`src/rtl/hazard_ctrl_pkg.sv`:
```
// Shared types, widths and the load-use compare for the pipeline hazard controller.
package hazard_ctrl_pkg;

  localparam int REG_W      = 5;
  localparam int MD_CNT_W   = 4;
  localparam int WAIT_CNT_W = 10;

  typedef enum logic {
    IDLE    = 1'b0,
    MD_BUSY = 1'b1
  } state_e;

  // A load in E whose destination feeds D cannot be forwarded in time.
  // x0 is never a real dependency.
  function automatic logic load_use_hit(
    input logic             mem_read,
    input logic [REG_W-1:0] rd,
    input logic [REG_W-1:0] rs1,
    input logic [REG_W-1:0] rs2
  );
    return mem_read && (rd != '0) && ((rd == rs1) || (rd == rs2));
  endfunction

endpackage

```
`src/rtl/pipeline_hazard_ctrl_stall_counter.sv`:
```
// Loadable down-counter with a freeze enable and a zero flag; tracks the
// remaining mul/div occupancy cycles.
module stall_counter #(
  parameter int W = 4
) (
  input  logic         clk,
  input  logic         rst,
  input  logic         en_i,
  input  logic         load_i,
  input  logic [W-1:0] load_val_i,
  output logic         zero_o
);

  logic [W-1:0] cnt_q, cnt_d;

  // Load wins over decrement; the count parks at zero and holds when frozen.
  always_comb begin
    cnt_d = cnt_q;
    if (en_i) begin
      if (load_i)             cnt_d = load_val_i;
      else if (cnt_q != '0)   cnt_d = cnt_q - 1'b1;
    end
  end

  // Count register.
  always_ff @(posedge clk) begin
    if (rst) cnt_q <= '0;
    else     cnt_q <= cnt_d;
  end

  assign zero_o = (cnt_q == '0);

endmodule

```
`src/rtl/pipeline_hazard_ctrl.sv`:
```
// Stall/flush sequencer for the 5-stage pipeline: load-use bubbles, taken
// branch flushes, mul/div occupancy of E, data-memory wait states and a
// sticky memory-timeout flag.
module pipeline_hazard_ctrl
  import hazard_ctrl_pkg::*;
#(
  parameter int MD_LATENCY  = 4,
  parameter int MEM_TIMEOUT = 255
) (
  input  logic             clk,
  input  logic             rst,
  input  logic [REG_W-1:0] Rs1D,
  input  logic [REG_W-1:0] Rs2D,
  input  logic [REG_W-1:0] RdE,
  input  logic             MemReadE,
  input  logic             PCSrcE,
  input  logic             MulDivE,
  input  logic             MemReqM,
  input  logic             MemAckM,
  output logic             StallF,
  output logic             StallD,
  output logic             StallE,
  output logic             StallM,
  output logic             FlushD,
  output logic             FlushE,
  output logic             FlushM,
  output logic             FlushW,
  output logic             MdBusy,
  output logic             MemErr
);

  // The arrival cycle is spent in IDLE and the release cycle at count zero,
  // so the counter only covers the cycles in between.
  localparam logic [MD_CNT_W-1:0]   MD_LOAD = MD_CNT_W'(MD_LATENCY - 2);
  localparam logic [WAIT_CNT_W-1:0] TMO     = WAIT_CNT_W'(MEM_TIMEOUT);

  state_e                state_q, state_d;
  logic                  mem_wait;
  logic                  md_enter, md_stall, md_zero, md_cnt_en;
  logic                  lu_hit, branch, stall_e;
  logic [WAIT_CNT_W-1:0] wait_cnt_q, wait_cnt_d;
  logic                  err_q, err_d;

  assign mem_wait = MemReqM & ~MemAckM;

  // Next state for mul/div occupancy; a memory wait freezes everything.
  always_comb begin
    state_d  = state_q;
    md_enter = 1'b0;
    md_stall = 1'b0;
    unique case (state_q)
      IDLE: begin
        if (!mem_wait && MulDivE) begin
          md_enter = 1'b1;
          md_stall = 1'b1;
          state_d  = MD_BUSY;
        end
      end
      MD_BUSY: begin
        if (!mem_wait) begin
          if (!md_zero) md_stall = 1'b1;
          else          state_d  = IDLE;
        end
      end
      default: state_d = IDLE;
    endcase
  end

  // State register; reset aborts any occupancy in progress.
  always_ff @(posedge clk) begin
    if (rst) state_q <= IDLE;
    else     state_q <= state_d;
  end

  assign md_cnt_en = ~mem_wait & (md_enter | (state_q == MD_BUSY));

  stall_counter #(.W(MD_CNT_W)) u_md_cnt (
    .clk        (clk),
    .rst        (rst),
    .en_i       (md_cnt_en),
    .load_i     (md_enter),
    .load_val_i (MD_LOAD),
    .zero_o     (md_zero)
  );

  assign stall_e = mem_wait | md_stall;
  assign lu_hit  = (state_q == IDLE) & ~mem_wait & load_use_hit(MemReadE, RdE, Rs1D, Rs2D);
  // A branch held in a stalled E keeps PCSrcE high, so it fires on release.
  assign branch  = PCSrcE & ~stall_e;

  // Stall/flush outputs, all forced low while reset is asserted.
  always_comb begin
    StallF = 1'b0;
    StallD = 1'b0;
    StallE = 1'b0;
    StallM = 1'b0;
    FlushD = 1'b0;
    FlushE = 1'b0;
    FlushM = 1'b0;
    FlushW = 1'b0;
    if (!rst) begin
      StallF = stall_e | (lu_hit & ~branch);
      StallD = stall_e | (lu_hit & ~branch);
      StallE = stall_e;
      StallM = mem_wait;
      FlushD = branch;
      FlushE = branch | lu_hit;
      FlushM = md_stall;
      FlushW = mem_wait;
    end
  end

  // Consecutive wait-cycle count, saturating; the flag latches once the
  // count reaches the timeout.
  always_comb begin
    wait_cnt_d = '0;
    if (mem_wait) wait_cnt_d = (wait_cnt_q == '1) ? wait_cnt_q : wait_cnt_q + 1'b1;
    err_d = err_q | (wait_cnt_d >= TMO);
  end

  // Timeout counter and sticky error flag.
  always_ff @(posedge clk) begin
    if (rst) begin
      wait_cnt_q <= '0;
      err_q      <= 1'b0;
    end else begin
      wait_cnt_q <= wait_cnt_d;
      err_q      <= err_d;
    end
  end

  assign MdBusy = ~rst & (state_q == MD_BUSY);
  assign MemErr = ~rst & err_q;

endmodule

```
`config.mk`:
```
export PLATFORM = sky130hd
export DESIGN_NAME = pipeline_hazard_ctrl
export DESIGN_NICKNAME = d
export VERILOG_FILES = /design/src/rtl/hazard_ctrl_pkg.sv /design/src/rtl/pipeline_hazard_ctrl_stall_counter.sv /design/src/rtl/pipeline_hazard_ctrl.sv
export SDC_FILE = /design/constraint.sdc
export NUM_CORES = 1
export LEC_CHECK = 0
export ABC_AREA = 1
export ABC_CLOCK_PERIOD_IN_PS = 2500
export CAP_MARGIN = 20
export CORE_MARGIN = 8
export CORE_UTILIZATION = 48
export CTS_CLUSTER_SIZE = 30
export DETAILED_ROUTE_END_ITERATION = 10
export GPL_TIMING_DRIVEN = 0
export PLACE_DENSITY = 0.76
export SLEW_MARGIN = 20
export SYNTH_ARGS = -nofsm -noshare
export SYNTH_HDL_FRONTEND = slang
export SYNTH_HIERARCHICAL = 1
export SYNTH_SLANG_ARGS = --single-unit
```
`constraint.sdc`:
```
create_clock -name clk -period 2.5 [get_ports clk]
set_clock_uncertainty 0.15 [all_clocks]
set_input_delay 0.5 -clock clk [delete_from_list [all_inputs] [get_ports clk]]
set_output_delay 0.5 -clock clk [all_outputs]
set_load 0.005 [all_outputs]
```
Yosys cells after proc, flatten, opt, wreduce, memory -nomap -nowiden

Index checks and enable logic that the tools add are counted.

Equality and inequality tests: 3
Bitwise logic cells: 19
Reduce and logical (&&, ||, !) cells: 10
Muxes and demuxes: 17
Magnitude comparators: 1
$add $sub $neg: 2

Operators with widths:

| operator                                                                             | count |
|---|---|
| 10-bit 2-to-1 mux                                                                    | 2 |
| 1-bit 2-to-1 mux                                                                     | 11 |
| 10-bit by 1-bit adder with 10-bit output, second input constant                      | 1 |
| 10-bit equality test, second input constant                                          | 1 |
| 5-bit equality test                                                                  | 2 |
| 10-bit by 8-bit greater-or-equal comparator with 1-bit output, second input constant | 1 |
| 1-bit bitwise AND                                                                    | 8 |
| 4-bit 2-to-1 mux                                                                     | 2 |
| 1-bit inverter                                                                       | 6 |
| 1-bit bitwise OR                                                                     | 5 |
| 5-bit nonzero test                                                                   | 1 |
| 4-bit logical NOT                                                                    | 1 |
| 1-bit one-hot mux with 2 select lines                                                | 2 |
| 4-bit nonzero test                                                                   | 1 |
| 4-bit by 1-bit subtractor with 4-bit output, second input constant                   | 1 |
| 1-bit logical AND                                                                    | 3 |
| 2-bit AND reduction                                                                  | 1 |
| 2-bit nonzero test                                                                   | 1 |
| 1-bit logical NOT                                                                    | 1 |
| 1-bit logical OR                                                                     | 1 |

Register bits: 16
Input port bits: 22
Output and inout bits: 10
Logic and storage cells: 56

Longest topological paths before layout

Gate-level depths: netlist of run 1.

Depth in word-level cells: 13
Gate-level depth with buffers: 12

By module

Netlist of run 1, hierarchy kept.

By module, submodules not included:

| module               | area an instance (µm²) | instances | cells an instance |
|---|---|---|---|
| pipeline_hazard_ctrl | 969.7                  | 1         | 163 |
| stall_counter        | 269.0                  | 1         | 43 |

Least setup slack after synthesis of run 1

OpenSTA, ideal clock, no wires.

Path kind: input-to-output
Start point: input MemReqM
End point: output StallF
Path buffers: 2
Slack: 0.265 ns
Stages: 10
Arrival: 1.585 ns
Cell sequence: inv_1 > or2_1 > buf_6 > inv_2 > a21oi_1 > nand2_1 > nand2_1 > inv_1 > o22ai_1 > buf_4

Longest elaborated chain between the ends: 12

RTL lines:

| element                               | line                       | RTL |
|---|---|---|
| start, declared                       | pipeline_hazard_ctrl.sv:18 | `input logic MemReqM,` |
| 1-bit bitwise AND *                   | pipeline_hazard_ctrl.sv:44 | `assign mem_wait = MemReqM & ~MemAckM;` |
| 1-bit logical NOT                     | n/a                        |  |
| 1-bit logical AND                     | pipeline_hazard_ctrl.sv:53 | `if (!mem_wait && MulDivE) begin` |
| 1-bit 2-to-1 mux                      | pipeline_hazard_ctrl.sv:53 |  |
| 1-bit one-hot mux with 2 select lines | pipeline_hazard_ctrl.sv:51 | `unique case (state_q)` |
| 1-bit bitwise OR                      | pipeline_hazard_ctrl.sv:86 | `assign stall_e = mem_wait \| md_stall;` |
| 1-bit inverter                        | pipeline_hazard_ctrl.sv:89 | `assign branch = PCSrcE & ~stall_e;` |
| 1-bit bitwise AND                     | pipeline_hazard_ctrl.sv:89 |  |
| 1-bit inverter                        | n/a                        |  |
| 1-bit bitwise AND                     | n/a                        |  |
| 1-bit bitwise OR *                    | n/a                        |  |
| 1-bit 2-to-1 mux *                    | n/a                        |  |
| end, declared                         | pipeline_hazard_ctrl.sv:20 | `output logic StallF,` |

Mark *: on every way between the ends. The rest lies on a longest branch, timed or not.

Worst setup path after layout of run 1

Start point: input Rs2D[1]
End point: output StallD

Longest elaborated chain between the ends: 7

RTL lines:

| element             | line                        | RTL |
|---|---|---|
| start, declared     | pipeline_hazard_ctrl.sv:13  | `input logic [REG_W-1:0] Rs2D,` |
| 5-bit equality test | hazard_ctrl_pkg.sv:21       | `return mem_read && (rd != '0) && ((rd == rs1) \|\| (rd == rs2));` |
| 1-bit logical OR    | hazard_ctrl_pkg.sv:21       |  |
| 1-bit logical AND   | hazard_ctrl_pkg.sv:21       |  |
| 1-bit bitwise AND   | pipeline_hazard_ctrl.sv:87  | `assign lu_hit = (state_q == IDLE) & ~mem_wait & load_use_hit(MemReadE, RdE, Rs1D, Rs2D);` |
| 1-bit bitwise AND   | pipeline_hazard_ctrl.sv:103 | `StallD = stall_e \| (lu_hit & ~branch);` |
| 1-bit bitwise OR    | pipeline_hazard_ctrl.sv:103 |  |
| 1-bit 2-to-1 mux    | pipeline_hazard_ctrl.sv:101 | `if (!rst) begin` |
| end, declared       | pipeline_hazard_ctrl.sv:21  | `output logic StallD,` |

No other way between the ends.

==> flow_summary.yaml, run 1 <==
global_routing:
  grt-ovfl-total: 0
  grt_util_met1: 0.156
  top_usage_layer: "met2"
  grt_pass1_vias: 1286
  grt_pass1_wl_um: 5180
  grt_max_degree: 11
  use_met3: 0.0336
  grtUsageMet2: 0.258
  grtUsageTotal: 0.145
  antenna_found_initial: 0
cts:
  cts-root-buf: "clkbuf_4"
  clock_sinks: 16
  clk_pin_slew_ns: 0.10
  h-tree-depth: 1
  clock_latency_ns: 0.29
  cts_buffers: 3
  cts_tree: "yes"
  cts_hold_buf: 0
  cts_max_path_buffers: 2
critical_path:
  crit_type: "in2out"
  setup.worst_path.end_class: "output port"
  crit_path_start_kind: "input pin"
  arrival_ns: 1.80
  cp_max_fo: 2
  required_ns: 1.85
synthesis:
  synth_seq_cells: 16
  yosys_warnings: 6
  syn_inst: 206
  seq_area_frac_synth: 0.259
  synth_area_per_cell_um2: 6.01
  synth.distinct_cells: 27
  synthesis.area_um2: 1240
power_and_ir_drop:
  finalPower_mw: 0.737
  total_leakage_power_nw: 0.891
  p_per_area_nw_per_um2: 417
  ir_drop_mv: 0.385
placed_design:
  gp_congestion: 0.887
  port_buffers: 31
  preCtsSetupSlack_ns: -0.719
  dp_cells: 269
  post-dp-hpwl_um: 2520
timing:
  min_period_over_period: 0.980
  hold_viol_final: 0
  setup_ws_ns: 0.0490
  fin_crit_ns: 2.45
  setup_violations: 0
  slew_viol_final: 0
  timing.fmax_mhz: 408
die:
  io_pins: 32
  die_height_um: 66.8
  num_rows: 18
  coreArea_um2: 2450
  die-area_um2: 4460
  initial_core_util: 0.505
  die_w_um: 66.8
final_layout:
  nets: 276
  area.growth.synth_to_final_pct: 42.6
  finish.utilization: 0.720
  final_cells: 281
  n_antenna_cell: 0
  drive_above_1_share: 0.183
drt:
  vias: 1398
  wl_per_cell_um: 11.8
  viasPerCell: 4.98
  detail_route.iter0.violations: 90
  drc: 0
  antenna_left: 0
  drt_pass1_iterations: 4
  wl_um: 3300
run:
  drv_cap: 0
status:
  outcome: "complete, no violations"
min_path:
  hold_path.class: "reg2reg"
==> Yosys cell counts <==
cell type | number | area share
nor2_4 | 2 | 0.018
nor3_1 | 5 | 0.020
buf_4 | 3 | 0.018
dfxtp_1 | 16 | 0.26
clkbuf_1 | 2 | 0.0061
inv_1 | 31 | 0.094
nor2_1 | 35 | 0.11
nand3_4 | 1 | 0.014
ha_1 | 2 | 0.020
nand3_1 | 13 | 0.053
nand2_2 | 2 | 0.010
conb_1 | 2 | 0.0061
nor2_2 | 1 | 0.0051
o22ai_1 | 1 | 0.0051
nor3b_1 | 2 | 0.012
xnor2_1 | 4 | 0.028
xor2_1 | 5 | 0.035
a21oi_2 | 1 | 0.0071
nand2_1 | 50 | 0.15
o21ai_0 | 11 | 0.044
nand4_1 | 5 | 0.025
nand2_4 | 1 | 0.0091
nand3_2 | 1 | 0.0081
inv_2 | 2 | 0.0061
or2_1 | 1 | 0.0051
a21oi_1 | 6 | 0.024
buf_6 | 1 | 0.0091
==> area by class of cell <==
class	count	area (um2)
Sequential cell	16	320
Buffer	6	55.1
Timing Repair Buffer	39	370
Inverter	33	131
Clock buffer	4	36.3
Fill cell	216	688
Multi-Input combinational cell	153	816
Tap cell	30	37.5
==> cells in the final DEF (no fill, tap or decap), drive strengths merged <==
master / netlist / final
clkdlybuf4s50: 0 / 14
clkbuf: 2 / 6
xor2: 5 / 5
nand4: 5 / 5
nand3: 15 / 15
a21oi: 7 / 7
dlygate4sd2: 0 / 4
inv: 33 / 33
dfxtp: 16 / 16
o22ai: 1 / 1
nor3: 5 / 5
nor2: 38 / 38
conb: 2 / 4
o21ai: 11 / 11
dlymetal6s2s: 0 / 7
or2: 1 / 1
xnor2: 4 / 4
ha: 2 / 2
clkdlybuf4s15: 0 / 1
nor3b: 2 / 2
nand2: 53 / 53
buf: 4 / 17
==> routing by layer <==
metal  wire [um]  up-vias
met2        1780       34
li1            -      725
met5           0        -
met3         106        4
met4          43        0
met1        1370      635
==> path summary, 6_finish.rpt <==
path / depth (start not counted) / startpoint / endpoint / slack [ns]
max: 9 / Rs2D[1] / StallD / 0.05
min: 2 / u_md_cnt/cnt_q[1]$_SDFFE_PP0P_ / u_md_cnt/cnt_q[1]$_SDFFE_PP0P_ / 0.38
max reg2reg: 9 / wait_cnt_q[0]$_SDFF_PP0_ / err_q$_SDFF_PP0_ / 0.66
min reg2reg: 2 / u_md_cnt/cnt_q[1]$_SDFFE_PP0P_ / u_md_cnt/cnt_q[1]$_SDFFE_PP0P_ / 0.38
==> cells by family after synthesis <==
group / synth area share
and+or+nand+nor: 0.437
buffers and inverters: 0.133
adders and majority gates: 0.0202
DFF: 0.259
xor gates and xnor gates: 0.0636
AOI/OAI and AO/OA: 0.0808
other: 0.00606
==> critical path: stages <==
cell and delay [ns]:
clkdlybuf4s50_1 0.48, nor2_1 0.06, nor3b_2 0.19, nand3_1 0.10, nand2_1 0.06, nand2_1 0.07, o22ai_2 0.12, buf_4 0.14
buf_6 0.08
==> metrics by stage <==
| stage | area [um2] | setup TNS, ns | hold WS [ns] |
|---|---|---|---|
| finish | 1770 | 0 | 0.381 |
| global route | 1770 | -0.0659 | 0.412 |
| CTS | 1700 | -0.162 | 0.338 |
| detailed placement | 1590 | -6.98 | 0.322 |
| global placement | 1590 | -6.70 | 0.310 |
| floorplan | 1250 | 0 | 0.297 |
==> state kept, by name (all words and copies together), names as in the netlist <==
register,cells
err_q,1
state_q,1
u_md_cnt/cnt_q,4
wait_cnt_q,10
==> what timing repair did <==
item / 4_1_cts / 5_1_grt
endpoints found under the setup margin: 10 / 8
pin swaps: 5 / 7
gates resized for setup: 38 / 19
hold endpoints to repair: 0 / 0
buffers inserted: 4 / 4
==> where the power goes <==
| part | switching (mW) | internal, mW | total, mW |
|---|---|---|---|
| clock network | 0.0901 | 0.0887 | 0.179 |
| registers | 0.0156 | 0.270 | 0.286 |
| logic | 0.136 | 0.136 | 0.272 |
No activity file was read; power rests on OpenSTA's default activity.
==> inputs of run 2 (changes only) <==
--- a/config.mk
+++ b/config.mk
@@ -13,7 +13,7 @@
 export CTS_CLUSTER_SIZE = 30
 export DETAILED_ROUTE_END_ITERATION = 10
 export GPL_TIMING_DRIVEN = 0
-export PLACE_DENSITY = 0.76
+export PLACE_DENSITY_LB_ADDON = 0.15
 export SLEW_MARGIN = 20
 export SYNTH_ARGS = -nofsm -noshare
 export SYNTH_HDL_FRONTEND = slang
==> run 2 against run 1 <==
  * Combinational power down 5%
  * Maximum frequency up 0.35%
  * Worst setup slack better by 0.0085 ns
  * Non-clock buffer count down 3
  * Die area unchanged
  * Routed wire length down 0.70%
  * Sequential power about the same
  * Sequential cell count unchanged
  * Power down 2.0%
  * Critical path depth up 2
  * Cell count down 1.1%
  * Via count down 5.2%
  * Critical path type is now reg2out
  * Largest cell class unchanged
==> flow_summary.yaml, run 2 (synthesized netlist as in run 1, its figures left out) <==
power_and_ir_drop:
  total_leakage_power_nw: 0.886
  finalPower_mw: 0.723
  comb_power_share: 0.359
  ir_drop_mv: 0.423
  p_per_area_nw_per_um2: 416
  netSwitchingFraction: 0.335
  p_int_mw: 0.481
  clockPowerShare: 0.244
  sequentialPowerShare: 0.397
  switchingPower_mw: 0.242
placed_design:
  post-dp-hpwl_um: 2380
  gp_congestion: 0.806
  port_buffers: 31
drt:
  antenna_left: 0
  wl_per_cell_um: 11.8
  drc: 0
  wl_um: 3280
  drt_pass1_iterations: 4
  detail_route.iter0.violations: 65
  viasPerCell: 4.77
  vias: 1325
final_layout:
  area.growth.synth_to_final_pct: 40.3
  top_register: "wait_cnt_q"
  top_regs: "wait_cnt_q: 10 flops, u_md_cnt/cnt_q: 4 flops"
  final_common_cell: "nand2_1"
  nets: 273
  largest_reg_flops: 10
  finish.utilization: 0.708
  n_antenna_cell: 0
  drive_above_1_share: 0.177
  fill_cells: 212
  layout.cells.most_common_list: "nand2_1 (47), nor2_1 (34), inv_1 (29), dfxtp_1 (16)"
status:
  outcome: "complete, no violations"
timing:
  setup_violations: 0
  slew_viol_final: 0
  min_period_over_period: 0.977
  fin_crit_ns: 2.44
  timing.fmax_mhz: 409
  hold_viol_final: 0
cts:
  cts_tree: "yes"
  cts-root-buf: "clkbuf_4"
  clock_latency_ns: 0.29
  cts_buffers: 3
  cts_max_path_buffers: 2
  h-tree-depth: 1
  clock_sinks: 16
  clk_pin_slew_ns: 0.10
die:
  die_w_um: 66.8
  num_rows: 18
  coreArea_um2: 2450
  initial_core_util: 0.505
  io_pins: 32
  die-area_um2: 4460
  die_height_um: 66.8
critical_path:
  arrival_ns: 1.79
  crit_path_start_kind: "flip-flop"
  critPathLaunch: "u_md_cnt/cnt_q[1]$_SDFFE_PP0P_"
  setup.worst_path.end_class: "output port"
  worstPathCellList: "inv_1, ha_4, inv_1, nor3_2, nand2_1, nand2_2, nand2_2, inv_2, o22ai_2, buf_4, buf_6"
  cp_slowest_cell: "dfxtp_1"
  r2r_start: "wait_cnt_q[0]$_SDFF_PP0_"
  crit_type: "reg2out"
  cpPeakStageDelay_ns: 0.34
  required_ns: 1.85
  cp_max_fo: 3
min_path:
  hold_path.class: "reg2reg"
  min_from: "u_md_cnt/cnt_q[0]$_SDFFE_PP0P_"
global_routing:
  grt_pass1_wl_um: 5170
  grt_pass1_vias: 1215
  antenna_found_initial: 0
  grtUsageTotal: 0.145
  grt-ovfl-total: 0
  grt_max_degree: 11
run:
  drv_cap: 0
-- run 2: cell count changes in the layout (fill, tap and decap cells not counted), sizes merged --
cell / previous run / this run
buf: 17 / 15
clkdlybuf4s15: 1 / 0
clkdlybuf4s50: 14 / 13
dlymetal6s2s: 7 / 8
-- run 2: layout make-up --
type	instances	area, um2	share of cell area
plain buffers	6	55.1	0.0317
clock buffers	4	36.3	0.0209
inverters	33	131	0.0756
multi-input cells	153	816	0.469
flip-flops and latches	16	320	0.184
well taps	30	37.5	0.0216
repair buffers	36	342	0.197
-- run 2: stage by stage --
stage	cells	cell area (um2)	setup WS [ns]	hold slack [ns]	TNS [ns]
floorplan	208	1250	0.265	0.297	0
global placement	269	1590	-0.757	0.321	-6.60
detailed placement	269	1590	-0.749	0.322	-6.74
CTS	276	1680	-0.0818	0.338	-0.0876
global route	278	1740	-0.0597	0.397	-0.0731
finish	278	1740	0.0575	0.373	0
-- run 2: final timing paths --
kind	to	slack [ns]	depth (start not counted)
max	StallF	0.06	11
min reg2reg	u_md_cnt/cnt_q[0]$_SDFFE_PP0P_	0.37	2
max reg2reg	err_q$_SDFF_PP0_	0.69	9
min	u_md_cnt/cnt_q[0]$_SDFFE_PP0P_	0.37	2
-- run 2: routing by layer --
layer  vias to the layer above  global-route usage  part of all wire
met1                       565               0.166              0.41
met4                         0              0.0427             0.016
met3                         6              0.0470             0.048
met2                        38               0.247              0.52
li1                        716                   -                 -
met5                         -                   0                 0
-- run 2: worst max-delay path, delay by kind of cell, from the launching register on --
family	cells	cell delay, ns
buf+inv	5	0.48
simple gates	4	0.43
flops	1	0.34
fa+ha+maj	1	0.16
compound gates	1	0.08
-- run 2: power by group through the flow --
stage          Combinational [mW]  Clock, mW  Sequential, mW
2_1_floorplan               0.140          0           0.286
3_3_place_gp                0.219          0           0.289
3_5_place_dp                0.222          0           0.289
4_1_cts                     0.231      0.180           0.284
5_1_grt                     0.286      0.191           0.289
6_report                    0.259      0.177           0.287
-- run 2: timing repair --
action / CTS / global route
hold buffers: 0 / 0
buffers inserted: 3 / 2
pin swaps: 1 / 8
resized for setup: 42 / 14
setup endpoints to repair: 10 / 10
